`config.mk`:
```
export PLATFORM = sky130hd
export DESIGN_NAME = lsu_unit_flat
export DESIGN_NICKNAME = d
export VERILOG_FILES = /design/src/rtl/cpu_types_pkg.sv /design/src/rtl/stage_if.sv /design/src/rtl/lsu_align.sv /design/src/rtl/lsu_unit.sv /design/src/flat_wrapper.sv
export SDC_FILE = /design/constraint.sdc
export NUM_CORES = 1
export LEC_CHECK = 0
export CORE_AREA = 2 2 166 103
export DETAILED_ROUTE_END_ITERATION = 12
export DIE_AREA = 0 0 168 105
export MAX_ROUTING_LAYER = met4
export PLACE_DENSITY = 0.84
export SETUP_SLACK_MARGIN = 0.1
export SLEW_MARGIN = 40
export SYNTH_ARGS = -nofsm -noshare
export SYNTH_HDL_FRONTEND = slang
export SYNTH_SLANG_ARGS = --single-unit
```
`constraint.sdc`:
```
create_clock -name clk -period 4.4 [get_ports clk]
set_input_delay 1.32 -clock clk [delete_from_list [all_inputs] [get_ports clk]]
set_output_delay 1.32 -clock clk [all_outputs]
set_load 0.02 [all_outputs]
```
`src/rtl/cpu_types_pkg.sv`:
```
// cpu_types_pkg: pipeline payload types shared by the execute, load/store and
// write-back stages, plus the load/store FSM state encoding.
package cpu_types_pkg;
  localparam int XLEN = 32;
  typedef struct packed {
    logic            valid;
    logic [XLEN-1:0] pc_target;
    logic [XLEN-1:0] exu_result;
    logic            reg_wen;
    logic [4:0]      rd_addr;
    logic            mem_en;
    logic            mem_wen;
    logic [XLEN-1:0] mem_wdata;
    logic [XLEN-1:0] mem_addr;
    logic [2:0]      funct3;
  } ex_lsu_t;
  typedef struct packed {
    logic            valid;
    logic [XLEN-1:0] pc_target;
    logic [XLEN-1:0] wb_data;
    logic            reg_wen;
    logic [4:0]      rd_addr;
    logic            err;
  } lsu_wb_t;
  typedef enum logic [1:0] {BYTE = 2'd0, HALF = 2'd1, WORD = 2'd2} mem_size_e;
  typedef enum logic [1:0] {S_IDLE, S_REQ, S_RSP, S_WAIT_WB} lsu_state_e;
endpackage

```
`src/rtl/stage_if.sv`:
```
// stage_if: pipeline stage handshake; the payload carries its own valid bit.
interface stage_if #(parameter type T = logic);
  T     data;
  logic ready;
  modport master (output data, input ready);
  modport slave (input data, output ready);
endinterface

```
`src/rtl/lsu_align.sv`:
```
// lsu_align: store byte-lane/strobe generation, load extract/extend, and
// access legality (misalignment and unsupported funct3) checks.
module lsu_align
  import cpu_types_pkg::*;
(
  input  logic [2:0]  i_funct3,
  input  logic        i_wen,
  input  logic [1:0]  i_addr_lo,
  input  logic [31:0] i_wdata,
  input  logic [31:0] i_rdata,
  output logic [3:0]  o_wstrb,
  output logic [31:0] o_wdata,
  output logic [31:0] o_rdata,
  output logic        o_misaligned,
  output logic        o_illegal
);
  mem_size_e   w_size;
  logic [31:0] w_shift;
  logic        w_sext;
  always_comb begin
    w_size       = i_funct3[1] ? WORD : i_funct3[0] ? HALF : BYTE;
    w_shift      = i_rdata >> {i_addr_lo, 3'b000};
    w_sext       = ~i_funct3[2];
    o_illegal    = i_wen ? (i_funct3[2] | &i_funct3[1:0]) : (&i_funct3[1:0] | &i_funct3[2:1]);
    o_misaligned = (w_size == HALF & i_addr_lo[0]) | (w_size == WORD & |i_addr_lo);
    o_wstrb      = !i_wen ? 4'h0 : w_size == WORD ? 4'hF : w_size == HALF ? 4'b0011 << i_addr_lo : 4'b0001 << i_addr_lo;
    o_wdata      = w_size == WORD ? i_wdata : w_size == HALF ? {2{i_wdata[15:0]}} : {4{i_wdata[7:0]}};
    o_rdata      = w_size == WORD ? i_rdata :
                   w_size == HALF ? {{16{w_sext & w_shift[15]}}, w_shift[15:0]} :
                                    {{24{w_sext & w_shift[7]}}, w_shift[7:0]};
  end
endmodule

```
`src/rtl/lsu_unit.sv`:
```
// lsu_unit: load/store stage; runs at most one data-memory transaction per op
// and hands a write-back payload on, passing non-memory ops through in one cycle.
module lsu_unit
  import cpu_types_pkg::*;
#(
  parameter int ADDR_W = 32,
  parameter int DATA_W = 32
) (
  input  logic              clk,
  input  logic              rst_n,
  stage_if.slave            lsu_in,
  stage_if.master           lsu_out,
  output logic              dmem_req_valid,
  input  logic              dmem_req_ready,
  output logic              dmem_req_wen,
  output logic [ADDR_W-1:0] dmem_req_addr,
  output logic [DATA_W-1:0] dmem_req_wdata,
  output logic [3:0]        dmem_req_wstrb,
  input  logic              dmem_rsp_valid,
  input  logic [DATA_W-1:0] dmem_rsp_rdata,
  input  logic              dmem_rsp_err,
  output logic              dmem_rsp_ready
);
  lsu_state_e        r_state, w_next;
  ex_lsu_t           w_in;
  lsu_wb_t           r_out;
  logic [2:0]        r_funct3;
  logic              r_wen;
  logic [ADDR_W-1:0] r_addr;
  logic [DATA_W-1:0] r_wdata;
  logic [3:0]        r_wstrb;
  logic              w_idle, w_take, w_bad, w_misaligned, w_illegal;
  logic [3:0]        w_wstrb;
  logic [31:0]       w_wdata, w_rdata;
  assign w_in   = lsu_in.data;
  assign w_idle = r_state == S_IDLE;
  assign w_take = w_idle & w_in.valid;
  assign w_bad  = w_in.mem_en & (w_misaligned | w_illegal);
  // While idle the aligner decodes the incoming op; afterwards the latched one.
  lsu_align u_align (
    .i_funct3     (w_idle ? w_in.funct3 : r_funct3),
    .i_wen        (w_idle ? w_in.mem_wen : r_wen),
    .i_addr_lo    (w_idle ? w_in.mem_addr[1:0] : r_addr[1:0]),
    .i_wdata      (w_in.mem_wdata),
    .i_rdata      (dmem_rsp_rdata),
    .o_wstrb      (w_wstrb),
    .o_wdata      (w_wdata),
    .o_rdata      (w_rdata),
    .o_misaligned (w_misaligned),
    .o_illegal    (w_illegal)
  );
  always_ff @(posedge clk or negedge rst_n)
    if (!rst_n) r_state <= S_IDLE;
    else r_state <= w_next;
  always_comb begin
    w_next         = r_state;
    lsu_in.ready   = w_idle;
    dmem_req_valid = r_state == S_REQ;
    dmem_rsp_ready = r_state == S_RSP;
    case (r_state)
      S_IDLE:  w_next = !w_in.valid ? S_IDLE : (!w_in.mem_en || w_bad) ? S_WAIT_WB : S_REQ;
      S_REQ:   w_next = dmem_req_ready ? S_RSP : S_REQ;
      S_RSP:   w_next = dmem_rsp_valid ? S_WAIT_WB : S_RSP;
      default: w_next = lsu_out.ready ? S_IDLE : S_WAIT_WB;
    endcase
  end
  // Stores and faulted accesses never write a register.
  always_ff @(posedge clk or negedge rst_n)
    if (!rst_n) begin
      r_out    <= '0;
      r_funct3 <= '0;
      r_wen    <= 1'b0;
      r_addr   <= '0;
      r_wdata  <= '0;
      r_wstrb  <= '0;
    end else begin
      if (w_take) begin
        r_out.valid     <= !w_in.mem_en || w_bad;
        r_out.pc_target <= w_in.pc_target;
        r_out.wb_data   <= w_in.exu_result;
        r_out.reg_wen   <= w_in.reg_wen & !(w_in.mem_en & (w_in.mem_wen | w_bad));
        r_out.rd_addr   <= w_in.rd_addr;
        r_out.err       <= w_bad;
        r_funct3        <= w_in.funct3;
        r_wen           <= w_in.mem_wen;
        r_addr          <= w_in.mem_addr[ADDR_W-1:0];
        r_wdata         <= w_wdata;
        r_wstrb         <= w_wstrb;
      end
      if (r_state == S_RSP && dmem_rsp_valid) begin
        r_out.valid   <= 1'b1;
        r_out.wb_data <= w_rdata;
        r_out.reg_wen <= r_out.reg_wen & !dmem_rsp_err;
        r_out.err     <= dmem_rsp_err;
      end
      if (r_state == S_WAIT_WB && lsu_out.ready) r_out.valid <= 1'b0;
    end
  assign lsu_out.data   = r_out;
  assign dmem_req_wen   = r_wen;
  assign dmem_req_addr  = {r_addr[ADDR_W-1:2], 2'b00};
  assign dmem_req_wdata = r_wdata;
  assign dmem_req_wstrb = r_wstrb;
endmodule

```
`src/flat_wrapper.sv`:
```
// flat-port wrapper written by rule: the top's interface ports become plain ports
module lsu_unit_flat import cpu_types_pkg::*;
#(
  parameter int ADDR_W = 32,
  parameter int DATA_W = 32
)
  (clk, rst_n, dmem_req_valid, dmem_req_ready, dmem_req_wen, dmem_req_addr, dmem_req_wdata, dmem_req_wstrb, dmem_rsp_valid, dmem_rsp_rdata, dmem_rsp_err, dmem_rsp_ready, lsu_in_data, lsu_in_ready, lsu_out_data, lsu_out_ready);
  stage_if #(.T(ex_lsu_t)) lsu_in_i ();
  stage_if #(.T(lsu_wb_t)) lsu_out_i ();
  input  logic clk;
  input  logic rst_n;
  output logic dmem_req_valid;
  input  logic dmem_req_ready;
  output logic dmem_req_wen;
  output logic [ADDR_W-1:0] dmem_req_addr;
  output logic [DATA_W-1:0] dmem_req_wdata;
  output logic [3:0] dmem_req_wstrb;
  input  logic dmem_rsp_valid;
  input  logic [DATA_W-1:0] dmem_rsp_rdata;
  input  logic dmem_rsp_err;
  output logic dmem_rsp_ready;
  input wire logic [$bits(lsu_in_i.data)-1:0] lsu_in_data;
  output wire logic [$bits(lsu_in_i.ready)-1:0] lsu_in_ready;
  output wire logic [$bits(lsu_out_i.data)-1:0] lsu_out_data;
  input wire logic [$bits(lsu_out_i.ready)-1:0] lsu_out_ready;
  assign lsu_in_i.data = lsu_in_data;
  assign lsu_in_ready = lsu_in_i.ready;
  assign lsu_out_data = lsu_out_i.data;
  assign lsu_out_i.ready = lsu_out_ready;
  lsu_unit #(.ADDR_W(ADDR_W), .DATA_W(DATA_W)) u_core (.clk(clk), .rst_n(rst_n), .lsu_in(lsu_in_i), .lsu_out(lsu_out_i), .dmem_req_valid(dmem_req_valid), .dmem_req_ready(dmem_req_ready), .dmem_req_wen(dmem_req_wen), .dmem_req_addr(dmem_req_addr), .dmem_req_wdata(dmem_req_wdata), .dmem_req_wstrb(dmem_req_wstrb), .dmem_rsp_valid(dmem_rsp_valid), .dmem_rsp_rdata(dmem_rsp_rdata), .dmem_rsp_err(dmem_rsp_err), .dmem_rsp_ready(dmem_rsp_ready));
endmodule
```
# --- Word-level counts from Yosys, hierarchy flattened ---
# Cells that the tools add are included.
word_totals:
  out_inout_bits: 144
  word_cells: 71
  ff_bits: 146
  inputBits: 178
  rom_bits: 0
  mem_count: 0
  ram_bits: 0
  latchBits: 0
op_classes:
  multipliers: 0
  n_mux: 24
  add_sub_neg: 0
  n_eq_ne: 5
  div: 0
  bitwise: 15
  n_reduce_logical: 12
  shift: 3
  order_cmp: 0
op_table:
  columns: ["operator", "n"]
  rows:
  - ["$mux 32", 4]
  - ["$mux 72", 1]
  - ["$mux 33", 1]
  - ["$shr 32x5->16", 1]
  - ["$mux 2", 6]
  - ["$mux 4", 3]
  - ["$and 1x1->1", 9]
  - ["$mux 1", 7]
  - ["$eq 2x2->1 const B", 3]
  - ["$pmux 2 s3", 1]
  - ["$or 1x1->1", 5]
  - ["$eq 2x1->1 const B", 2]
  - ["$reduce_and 2->1", 2]
  - ["$shl 1x2->4 const A", 1]
  - ["$shl 2x2->4 const A", 1]
  - ["$logic_not 1->1", 3]
  - ["$mux 3", 1]
  - ["$reduce_bool 3->1", 1]
  - ["$logic_and 1x1->1", 2]
  - ["$logic_not 2->1", 1]
  - ["$reduce_bool 2->1", 1]
  - ["$reduce_or 2->1", 1]
  - ["$logic_or 1x1->1", 1]
  - ["$not 1->1", 1]

# --- Depth between registers and ports, before layout ---
depth:
  word_depth: 16
  depth_mapped: 8
  ltp_nobuf: 6

# --- Cells and area by module ---
# From an unflattened synthesis, not the netlist that was laid out.
hier_totals:
  hier_cells: 829
  area_unflattened_um2: 7345.8
modules_own_cells:
  columns: ["module", "cells_each", "n_inst", "seq_area_each_um2", "area_each_um2"]
  rows:
  - ["lsu_unit", 642, 1, 3653.5, 6113.4]
  - ["lsu_align", 187, 1, 0.0, 1232.4]

# --- Worst setup path before layout ---
# Ideal clock, no wire load.
synth_path:
  path_kind: "input port to flip-flop"
  start: "in lsu_in_data[4]"
  end: "reg u_core.r_out, in the netlist u_core.lsu_out.data[17]"
  path_stages: 6
  path_buffers: 1
  setup_ns: 0.143
  slack_ns: 1.582
  required_ns: 4.257
  arrival_time_ns: 2.675
  cell_sequence: "or3b_1 and2_1 buf_6 mux2_1 a221oi_1 o221ai_1"
synth_between:
  elab_chain_cells: 6
synth_rtl:
  columns: ["item", "line", "rtl"]
  rows:
  - ["start, declared", "flat_wrapper.sv:22", "input wire logic [$bits(lsu_in_i.data)-1:0] lsu_in_data;"]
  - ["$mux 2 *", "lsu_unit.sv:43", ".i_addr_lo (w_idle ? w_in.mem_addr[1:0] : r_addr[1:0]),"]
  - ["$shr 32x5->16 *", "lsu_align.sv:22", "w_shift = i_rdata >> {i_addr_lo, 3'b000};"]
  - ["$and 1x1->1", "lsu_align.sv:30", "{{24{w_sext & w_shift[7]}}, w_shift[7:0]};"]
  - ["$mux 32 *", "lsu_align.sv:29", "w_size == HALF ? {{16{w_sext & w_shift[15]}}, w_shift[15:0]} :"]
  - ["$mux 32 *", "lsu_align.sv:28", "o_rdata = w_size == WORD ? i_rdata :"]
  - ["$mux 33 *", "lsu_unit.sv:90", "if (r_state == S_RSP && dmem_rsp_valid) begin"]
  - ["end, declared", "lsu_unit.sv:26", "lsu_wb_t r_out;"]
# Every way passes the cells marked *; elsewhere a longest branch is shown, timed or not.
# A chain may end at the register's enable or synchronous reset.

# --- Worst setup path in the final report ---
layout_path:
  start: "reg u_core.r_state[0]"
  end: "out lsu_in_ready"
layout_between:
  elab_chain_cells: 1
layout_rtl:
  columns: ["item", "line", "rtl"]
  rows:
  - ["start, declared", "lsu_unit.sv:24", "lsu_state_e r_state, w_next;"]
  - ["start signal, assigned", "lsu_unit.sv:54", "else r_state <= w_next;"]
  - ["$logic_not 2->1", "lsu_unit.sv:36", "assign w_idle = r_state == S_IDLE;"]
  - ["end, declared", "flat_wrapper.sv:23", "output wire logic [$bits(lsu_in_i.ready)-1:0] lsu_in_ready;"]
# Every way passes these cells.

==> qor.yml <==
portBuffers: 319
cts_tree: "done"
antenna_found_initial: 0
via_count: 6948
wl_per_cell_um: 18.34
crit_required_ns: 3.08
end_kind: "output port"
final_layout_size_suffix_gt1_share_pct: 7.391
setup_violations: 0
die_y_um: 105
cts_buffer_depth: 2
rsz0062_at_grt: "no"
critical_path.startpoint_type: "flip-flop"
dominantRegCellSynth: "dfrtp_1"
insertion_delay_ns: 0.41
wl_mm: 23.94
fp.dieW_um: 168
antenna_left: 0
dr.pass1.iters: 5
hold_class: "reg -> reg"
final_cell_mix: "nand2_1 (318), clkdlybuf4s50_1 (318), dfrtp_1 (146), a21oi_1 (35), a31oi_1 (27)"
grt_pass1_wl_mm: 36.99
dpl-instance-area_mm2: 0.01037
peakVddDrop_mv: 0.4242
fin_setup_tns_ns: 0
fin_area_mm2: 0.01094
io_pins: 322
post_cts_buffers: 0
skew_ns: 0.01339
htree_levels: 4
ys_ff_latch: 146
cts.repair.resized: 0
diodes: 0
worst_pin_slew_ns: 0.8670
relSlewSlack_pct: 42.20
hold_violations: 0
path_max_fanout: 15
async_reset_ff_share_pct: 100.0
yosysWarnings: 0
routabilityCongestion: 0.9794
drc: 0
synthDistinctLibCells: 60
cts.sinks: 146
final_util_pct: 68.44
p_leak_nw: 5.067
drv_slew: 0
finalCritPeriodShare_pct: 82.14
crit_type: "reg -> out"
cp.arrival_ns: 2.29
p_per_area_mw_per_mm2: 760.4
place_hpwl_mm: 17.56
ys_seq_area_share_pct: 50.39
syn2layout_area_growth_pct: 50.92
synth_cells: 818
syn_area_mm2: 0.007251
syn_area_per_cell_um2: 8.864
outcome: "completed"
cts_buffers: 17
grt_overflow_total: 0
fmax_mhz: 276.7
nets: 1261
grt_pass1_vias: 6842
vias_per_cell: 5.324
clockRootBuffer: "clkbuf_16"
maxCapViolations: 0
rows: 36
track_usage_pct: 27.67
clk_pin_slew_worst_paths_ns: 0.07
fp.dieArea_mm2: 0.01764
initial_core_util_pct: 45.34
core_area_mm2: 0.01599
grt_max_degree: 77
period_needed_ns: 3.614
drt_iter0_markers: 742
postCtsHoldBufs: 0
synth_edf_count: 0
[cells in the mapped netlist, types with 6 or more instances]
library cell | count | area, um^2
a211oi_1 | 8 | 60.06
a21o_1 | 11 | 82.58
a21oi_1 | 36 | 180.2
a221oi_1 | 8 | 70.07
a22oi_1 | 7 | 52.55
a31oi_1 | 27 | 168.9
buf_2 | 9 | 45.04
buf_4 | 34 | 255.2
clkbuf_1 | 37 | 138.9
dfrtp_1 | 146 | 3654
mux2_2 | 6 | 67.56
mux2i_1 | 28 | 280.3
nand2_1 | 318 | 1194
nand3_1 | 10 | 50.05
nand3_2 | 10 | 100.1
nor2_1 | 17 | 63.81
o211ai_1 | 7 | 52.55
o21ai_0 | 22 | 110.1
o221ai_1 | 7 | 61.31
o22a_1 | 6 | 52.55
[layer usage]
metal / track usage, % / vias up / wire, um
met1: 37.65 / 3303 / 10810
met3: 7.992 / 35 / 2243
li1: - / 3259 / -
met4: 8.385 / 0 / 453
met2: 40.11 / 351 / 10430
met5: - / - / 0
[critical path, cell delays in order (launching register included)]
cell	delay (ns)
dfrtp_1	0.55
or2_1	0.47
inv_4	0.20
clkdlybuf4s50_1	0.66
[state kept, by name, indices dropped and copies added (netlist names)]
name,flops
u_core.lsu_out.data,72
u_core.r_addr,32
u_core.dmem_req_wen,1
u_core.dmem_req_wdata,32
u_core.r_funct3,3
u_core.r_state,2
u_core.dmem_req_wstrb,4
[cell type report]
class / instances / area, um^2
fillers: 1261 / 5047
flip-flops and latches: 146 / 3654
repair buffers: 330 / 3314
multi-input cells: 582 / 3117
clock buffers: 18 / 429.2
well taps: 209 / 261.5
clock inverters: 14 / 142.6
inverters: 6 / 25.02
[power by group]
part | switching, mW | internal [mW] | total (mW)
combinational | 2.54 | 2.00 | 4.54
clock | 0.622 | 0.800 | 1.42
sequential | 0.378 | 1.98 | 2.36
total | 3.54 | 4.78 | 8.32
[path summary, 6_finish.rpt]
kind | from | end | cells past startpoint | slack [ns]
max in group asynchronous | rst_n | u_core.dmem_req_wdata[31] | 2 | 2.64
min | u_core.lsu_out.data[58] | u_core.lsu_out.data[58] | 2 | 0.48
max reg2reg | u_core.r_state[0] | u_core.lsu_out.data[8] | 6 | 1.58
min reg2reg | u_core.lsu_out.data[58] | u_core.lsu_out.data[58] | 2 | 0.48
max | u_core.r_state[0] | lsu_in_ready | 3 | 0.79
min in group asynchronous | rst_n | u_core.lsu_out.data[1] | 1 | 0.90
[logic make-up (layout without fill, tap and decap cells)]
family | Yosys count | count (layout) | share of synthesized area, %
and+or+nand+nor | 389 | 389 | 22.74
AOI/OAI and AO/OA | 153 | 153 | 14.27
DFF | 146 | 146 | 50.39
buffers and inverters | 91 | 368 | 7.075
muxes | 38 | 38 | 5.470
other | 1 | 2 | 0.05172
[metrics by stage]
step | worst slack (ns) | power (mW) | instances | hold slack [ns]
3_5_place_dp | 0.5736 | 6.895 | 1273 | 0.4629
3_3_place_gp | 0.6178 | 6.805 | 1273 | 0.4565
5_1_grt | 0.7196 | 8.804 | 1305 | 0.4999
4_1_cts | 0.7769 | 8.342 | 1305 | 0.4794
2_1_floorplan | 1.582 | 5.073 | 819 | 0.4469
6_report | 0.7857 | 8.321 | 1305 | 0.4763
No activity file was read; power rests on OpenSTA's default activity.
